==> src/rtl/seq_bit_serializer_pkg.sv <==
// -----------------------------------------------------------------------------
// seq_pkg
// Shared types and defaults for the bit serializer that feeds the 1011
// sequence detector.
//   state_t          : serializer FSM state
//   WIDTH_DEFAULT    : default parallel word width
//   IDLE_BIT_DEFAULT : default inp_bit level while nothing is being shifted
// -----------------------------------------------------------------------------
package seq_pkg;

   typedef enum logic {
      IDLE  = 1'b0,
      SHIFT = 1'b1
   } state_t;

   localparam int   WIDTH_DEFAULT    = 8;
   localparam logic IDLE_BIT_DEFAULT = 1'b0;

endpackage

==> src/rtl/seq_bit_serializer_if.sv <==
// -----------------------------------------------------------------------------
// seq_bit_serializer_if
// Bundles the word handshake and the serial stream of the serializer.
//   in_data/in_valid/in_ready : parallel word handshake (upstream -> block)
//   flush                     : synchronous discard of buffered/in-flight data
//   inp_bit/bit_valid         : serial bit and its qualifier (block -> detector)
//   word_start                : first bit of a word is on inp_bit
//   stream_gap                : one-cycle pulse after a last bit with no follow-on
// master = upstream producer, slave = the serializer.
// -----------------------------------------------------------------------------
interface seq_bit_serializer_if
   import seq_pkg::*;
#(
   parameter int WIDTH = WIDTH_DEFAULT
) ();

   logic [WIDTH-1:0] in_data;
   logic             in_valid;
   logic             in_ready;
   logic             flush;
   logic             inp_bit;
   logic             bit_valid;
   logic             word_start;
   logic             stream_gap;

   modport master (
      output in_data, in_valid, flush,
      input  in_ready, inp_bit, bit_valid, word_start, stream_gap
   );

   modport slave (
      input  in_data, in_valid, flush,
      output in_ready, inp_bit, bit_valid, word_start, stream_gap
   );

endinterface

==> src/rtl/seq_bit_serializer_word_buffer.sv <==
// -----------------------------------------------------------------------------
// seq_word_buffer
// Single-entry holding register between the word handshake and the shifter.
// It lets the next word wait while the current one is shifted, so that words
// follow each other with no idle bit in between.
//   clk, reset : clock, async active-low reset
//   flush      : empties the buffer and blocks acceptance this cycle
//   in_data    : incoming word
//   in_valid   : incoming word valid
//   drain      : shifter can take a word at the next edge (idle or last bit)
//   in_ready   : buffer can accept in_data this cycle
//   pop        : buffered word moves to the shifter at the next edge
//   hbuf       : buffered word
// -----------------------------------------------------------------------------
module seq_word_buffer
   import seq_pkg::*;
#(
   parameter int WIDTH = WIDTH_DEFAULT
) (
   input  logic             clk,
   input  logic             reset,
   input  logic             flush,
   input  logic [WIDTH-1:0] in_data,
   input  logic             in_valid,
   input  logic             drain,
   output logic             in_ready,
   output logic             pop,
   output logic [WIDTH-1:0] hbuf
);

   logic hvalid;
   logic accept;

   assign pop      = hvalid & drain;
   // A full buffer can still take a word on the cycle it hands its own word on.
   assign in_ready = ~flush & (~hvalid | pop);
   assign accept   = in_valid & in_ready;

   always_ff @(posedge clk or negedge reset) begin
      if (!reset) begin
         hvalid <= 1'b0;
         hbuf   <= '0;
      end else if (flush) begin
         hvalid <= 1'b0;
      end else if (accept) begin
         hbuf   <= in_data;
         hvalid <= 1'b1;
      end else if (pop) begin
         hvalid <= 1'b0;
      end
   end

endmodule

==> src/rtl/seq_bit_serializer.sv <==
// -----------------------------------------------------------------------------
// seq_bit_serializer
// Turns parallel words into a gapless serial stream for the 1011 detector.
// A one-word buffer lets the next word load on the same edge as the last bit
// of the current word, so patterns spanning a word boundary stay intact.
//   clk   : clock, all state on posedge
//   reset : asynchronous active-low reset
//   bus   : seq_bit_serializer_if slave (handshake, flush, serial outputs)
//
//   state | meaning
//   IDLE  | no word in flight; inp_bit = IDLE_BIT, waits for a buffered word
//   SHIFT | word in flight; cnt = index of the bit currently on inp_bit
// -----------------------------------------------------------------------------
module seq_bit_serializer
   import seq_pkg::*;
#(
   parameter int   WIDTH     = WIDTH_DEFAULT,
   parameter bit   MSB_FIRST = 1'b1,
   parameter logic IDLE_BIT  = IDLE_BIT_DEFAULT
) (
   input  logic clk,
   input  logic reset,
   seq_bit_serializer_if.slave bus
);

   localparam int            CW   = $clog2(WIDTH);
   localparam logic [CW-1:0] LAST = CW'(WIDTH - 1);

   state_t           state;
   logic [WIDTH-1:0] sreg;
   logic [WIDTH-1:0] sreg_next;
   logic [WIDTH-1:0] hbuf;
   logic [CW-1:0]    cnt;
   logic             last_bit;
   logic             drain;
   logic             pop;
   logic             in_ready;
   logic             stream_gap;

   assign last_bit  = (state == SHIFT) && (cnt == LAST);
   assign drain     = (state == IDLE) || last_bit;
   assign sreg_next = MSB_FIRST ? {sreg[WIDTH-2:0], 1'b0} : {1'b0, sreg[WIDTH-1:1]};

   seq_word_buffer #(
      .WIDTH (WIDTH)
   ) u_word_buffer (
      .clk      (clk),
      .reset    (reset),
      .flush    (bus.flush),
      .in_data  (bus.in_data),
      .in_valid (bus.in_valid),
      .drain    (drain),
      .in_ready (in_ready),
      .pop      (pop),
      .hbuf     (hbuf)
   );

   always_ff @(posedge clk or negedge reset) begin
      if (!reset) begin
         state      <= IDLE;
         cnt        <= '0;
         sreg       <= '0;
         stream_gap <= 1'b0;
      end else if (bus.flush) begin
         state      <= IDLE;
         cnt        <= '0;
         stream_gap <= 1'b0;
      end else begin
         stream_gap <= 1'b0;
         case (state)
            IDLE: begin
               if (pop) begin
                  sreg  <= hbuf;
                  cnt   <= '0;
                  state <= SHIFT;
               end
            end
            SHIFT: begin
               if (cnt == LAST) begin
                  cnt <= '0;
                  if (pop) begin
                     sreg <= hbuf;
                  end else begin
                     state      <= IDLE;
                     stream_gap <= 1'b1;
                  end
               end else begin
                  sreg <= sreg_next;
                  cnt  <= cnt + 1'b1;
               end
            end
            default: begin
               state <= IDLE;
               cnt   <= '0;
            end
         endcase
      end
   end

   assign bus.in_ready   = in_ready;
   assign bus.bit_valid  = (state == SHIFT);
   assign bus.word_start = (state == SHIFT) && (cnt == '0);
   assign bus.stream_gap = stream_gap;
   assign bus.inp_bit    = (state == SHIFT) ? (MSB_FIRST ? sreg[WIDTH-1] : sreg[0]) : IDLE_BIT;

endmodule
==> src/flat_wrapper.sv <==
// flat-port wrapper written by rule: the top's interface ports become plain ports
module seq_bit_serializer_flat import seq_pkg::*;
#(
   parameter int   WIDTH     = WIDTH_DEFAULT,
   parameter bit   MSB_FIRST = 1'b1,
   parameter logic IDLE_BIT  = IDLE_BIT_DEFAULT
)
  (clk, reset, bus_in_data, bus_in_valid, bus_flush, bus_in_ready, bus_inp_bit, bus_bit_valid, bus_word_start, bus_stream_gap);
  seq_bit_serializer_if #(.WIDTH(WIDTH)) bus_i ();
  input  logic clk;
  input  logic reset;
  input wire logic [$bits(bus_i.in_data)-1:0] bus_in_data;
  input wire logic [$bits(bus_i.in_valid)-1:0] bus_in_valid;
  input wire logic [$bits(bus_i.flush)-1:0] bus_flush;
  output wire logic [$bits(bus_i.in_ready)-1:0] bus_in_ready;
  output wire logic [$bits(bus_i.inp_bit)-1:0] bus_inp_bit;
  output wire logic [$bits(bus_i.bit_valid)-1:0] bus_bit_valid;
  output wire logic [$bits(bus_i.word_start)-1:0] bus_word_start;
  output wire logic [$bits(bus_i.stream_gap)-1:0] bus_stream_gap;
  assign bus_i.in_data = bus_in_data;
  assign bus_i.in_valid = bus_in_valid;
  assign bus_i.flush = bus_flush;
  assign bus_in_ready = bus_i.in_ready;
  assign bus_inp_bit = bus_i.inp_bit;
  assign bus_bit_valid = bus_i.bit_valid;
  assign bus_word_start = bus_i.word_start;
  assign bus_stream_gap = bus_i.stream_gap;
  seq_bit_serializer #(.WIDTH(WIDTH), .MSB_FIRST(MSB_FIRST), .IDLE_BIT(IDLE_BIT)) u_core (.clk(clk), .reset(reset), .bus(bus_i));
endmodule
==> config.mk <==
export PLATFORM = sky130hd
export DESIGN_NAME = seq_bit_serializer_flat
export DESIGN_NICKNAME = d
export VERILOG_FILES = /design/src/rtl/seq_bit_serializer_pkg.sv /design/src/rtl/seq_bit_serializer_if.sv /design/src/rtl/seq_bit_serializer_word_buffer.sv /design/src/rtl/seq_bit_serializer.sv /design/src/flat_wrapper.sv
export SDC_FILE = /design/constraint.sdc
export NUM_CORES = 1
export LEC_CHECK = 0
export CAP_MARGIN = 5
export CORE_MARGIN = 1.5
export CORE_UTILIZATION = 50
export CTS_CLUSTER_DIAMETER = 30
export DETAILED_ROUTE_END_ITERATION = 12
export PLACE_DENSITY = 0.8
export SYNTH_ARGS = -nofsm -noshare
export SYNTH_HDL_FRONTEND = slang
export SYNTH_HIERARCHICAL = 1
export SYNTH_SLANG_ARGS = --single-unit
==> constraint.sdc <==
create_clock -name clk -period 2.7 [get_ports clk]
set_clock_uncertainty 0.15 [all_clocks]
set_input_delay 0.54 -clock clk [delete_from_list [all_inputs] [get_ports clk]]
set_output_delay 0.54 -clock clk [all_outputs]
set_load 0.01 [all_outputs]
==> impl_metrics.py <==
metrics = {
    "layout": {
        "post-route-util_pct": 65.4,
        "fin_cells": 135,
        "n_antenna_cell": 0,
        "regArea_sq_um": 551,
        "areaGrowthSynthToFinish_pct": 21.3,
        "fill_cells": 159,
        "final_nets": 125,
        "fin_area_sq_um": 1300,
        "multi_input_area_sq_um": 464,
        "drive_gt1_share_pct": 23.1,
    },
    "power": {
        "p_per_area_nw_per_um2": 573,
        "power.leakage_nw": 0.582,
        "peakVddDrop_uv": 410,
    },
    "sta": {
        "max-slew-margin-rel_pct": 67.8,
        "final-max-slew-violation-count": 0,
        "setup_viol": 0,
        "max_freq_mhz": 425,
        "fin_ws_ps": 349,
        "hold_violations": 0,
        "fin_crit_sh_pct": 87.1,
        "tightest_slew_ps": 482,
        "setup_tns_ps": 0,
        "rsz0062_at_grt": "false",
        "period_needed_ps": 2350,
    },
    "synth": {
        "yosysTopAreaCell": "dfrtp_1",
        "synth_fa_ha_area_share_pct": 4.68,
        "synthXorXnorAreaFrac_pct": 0,
        "synth_cells": 89,
        "ys_seq_area_share_pct": 51.5,
        "async_flop_share_pct": 100,
        "synth_edf_count": 0,
        "netlist.area_leader.share_pct": 51.5,
        "synth_compound_area_share_pct": 13.5,
        "syn_nets": 105,
        "ys_seq_elements": 22,
        "avgSynthCellArea_sq_um": 12.0,
        "synth_top_family_by_area": "simple AND/OR/NAND/NOR gates",
        "syn_area_sq_um": 1070,
        "synthFlopType": "dfrtp_1",
        "yosys_warnings": 6,
        "synth_area_leaders": "dfrtp_1 52%, mux2_2 8.4%, o2bb2ai_1 6.6%, and3b_2 5.6%, a31oi_1 4.7%",
        "synth_cell_types": 24,
        "muxShareOfSynthArea_pct": 8.43,
        "synthSimpleGateAreaFrac_pct": 16.9,
    },
    "setup_path": {
        "cp_max_fo": 3,
        "setup.worst_path.class": "reg2out",
        "crit_chain": "ha_1 > ha_1 > inv_1 > nand2_1 > nor2b_4 > nor2_1 > dlymetal6s2s_1",
        "crit_path_max_incr_delay_ps": 410,
        "crit_slowest_cell": "dfrtp_1",
        "crit_buf_inv": 2,
        "worstPathRequired_ps": 2010,
        "cpMostUsedCell": "ha_1",
        "reg2reg_depth": 8,
        "start_kind": "register",
        "crit_arrival_ps": 1660,
        "cp_top_family": "adder cells",
        "crit_path_end_kind": "output pin",
        "cp.depth": 7,
    },
    "floorplan": {
        "die_h_um": 49.2,
        "ioPinCount": 17,
        "start_util_pct": 53.9,
        "die_w_um": 49.2,
        "die-area_sq_um": 2420,
        "rows": 16,
        "core_area_sq_um": 1980,
    },
    "clock_tree": {
        "clk_path_buf_depth": 2,
        "numCtsBuffers": 3,
        "insertion_delay_ps": 300,
        "root_buffer": "clkbuf_4",
        "cts_tree": "done",
        "cts.sinks": 22,
        "path_clk_slew_ps": 130,
        "htreeDepth": 1,
    },
    "grt": {
        "grt_max_degree": 23,
        "antenna_found_initial": 0,
        "first_global_vias": 803,
        "grt_first_pass_wirelength_mm": 3.49,
        "gr-total-overflow": 0,
        "grtUsageTotal_pct": 18.6,
    },
    "route": {
        "routed-wl-met2_mm": 1.03,
        "dr.pass1.iters": 4,
        "ant_nets": 0,
        "route.met3.wl_um": 77,
        "route.detailed.drc": 0,
        "viasPerCell": 5.70,
        "vias": 769,
        "highest_layer": "met4",
        "drt_wl_total_mm": 2.06,
        "wl_per_cell_um": 15.2,
        "drtIter0Drc": 16,
        "met1_length_um": 931,
    },
    "hold_path": {
        "min_path_cells": 1,
        "hp-class": "reg2reg",
    },
    "place": {
        "place.gp.congestion": 0.770,
        "dp.cells": 130,
        "pre_cts_slack_ps": 307,
        "port_buffers": 16,
        "placed_area_sq_um": 1250,
        "hpwl_mm": 1.40,
    },
    "status": {
        "outcome": "completed",
    },
    "run": {
        "max-cap-violations": 0,
    },
}
-- power breakdown --
group	leakage, nW	switching (mW)	total (mW)	internal, mW
Clock	0.0210	0.100	0.183	0.0822
Combinational	0.283	0.0598	0.142	0.0820
Sequential	0.278	0.0325	0.418	0.386
Total	0.582	0.193	0.743	0.550
-- kinds of logic (layout without fill, tap and decap cells) --
kind of cell | after synthesis | count (layout)
and+or+nand+nor | 26 | 26
AOI/OAI and AO/OA | 19 | 19
adders and majority gates | 4 | 4
buffers and inverters | 10 | 29
DFF | 22 | 22
muxes | 8 | 8
-- through the flow --
stage | hold slack, ps | power [mW]
6_report | 351 | 0.743
5_1_grt | 360 | 0.777
4_1_cts | 351 | 0.745
3_5_place_dp | 320 | 0.566
3_3_place_gp | 313 | 0.556
2_1_floorplan | 94.4 | 0.509
-- per-layer routing --
metal / GRT usage, % / vias to the layer above
met5: 0 / -
met4: 6.67 / 0
met3: 3.37 / 2
met2: 31.5 / 17
met1: 23.6 / 392
li1: - / 358
-- registers in the layout, indices dropped and copies added, names as in the netlist --
signal,flops
u_core/bus.stream_gap,1
u_core/u_word_buffer/hbuf,8
u_core/cnt,3
u_core/sreg,8
u_core/bus.bit_valid,1
u_core/u_word_buffer/hvalid,1
-- cells in the mapped netlist (all sizes together), types with 2 or more instances --
cell	n
clkbuf	2
a31oi	8
o2bb2ai	8
nor3b	2
ha	4
dfrtp	22
nand2	3
nor2	8
inv	5
buf	3
and2	2
mux2	8
and3b	7
-- path summary, 6_finish.rpt --
check                               startpoint                      endpoint  slack, ps
worst max-delay path             u_core/cnt[0]                  bus_in_ready        350
worst min register to register  u_core/sreg[6]                u_core/sreg[6]        350
min in group asynchronous                reset  u_core/u_word_buffer/hbuf[6]        410
worst min-delay path            u_core/sreg[6]                u_core/sreg[6]        350
worst max register to register   u_core/cnt[1]  u_core/u_word_buffer/hbuf[0]        540
max in group asynchronous                reset  u_core/u_word_buffer/hbuf[0]       1780
-- layout by cell type, fill, tap and decap left out, types with 3 or more instances in the layout --
master	count
and3b_2	6
ha_1	4
nand2_1	3
inv_1	5
clkbuf_4	3
o2bb2ai_1	8
mux2_2	8
buf_4	4
clkdlybuf4s50_1	15
dfrtp_1	22
a31oi_1	8
nor2_1	8
-- area by class of cell --
type | instances | share of cell area (%)
clock buffer | 4 | 2.80
inverter | 5 | 1.45
multi-input combinational | 57 | 35.8
sequential | 22 | 42.5
tap | 27 | 2.61
timing repair buffer | 20 | 14.9
-- worst register-to-register path: cells and delay by family, from the launching register on --
kind / cells / cell delay, ps
AND/OR/NAND/NOR: 3 / 600
buffers and inverters: 2 / 200
adder cells (fa/ha/maj): 2 / 340
multiplexers: 1 / 390
flip-flops: 1 / 390
-- repair_timing --
action | 4_1_cts | 5_1_grt
setup buffers | 1 | 0
hold buffers | 0 | 0
gates resized for setup | 0 | 1
setup endpoints to repair | 1 | 1
pin swaps | 0 | 0
Power figures use the tool's default switching activity.
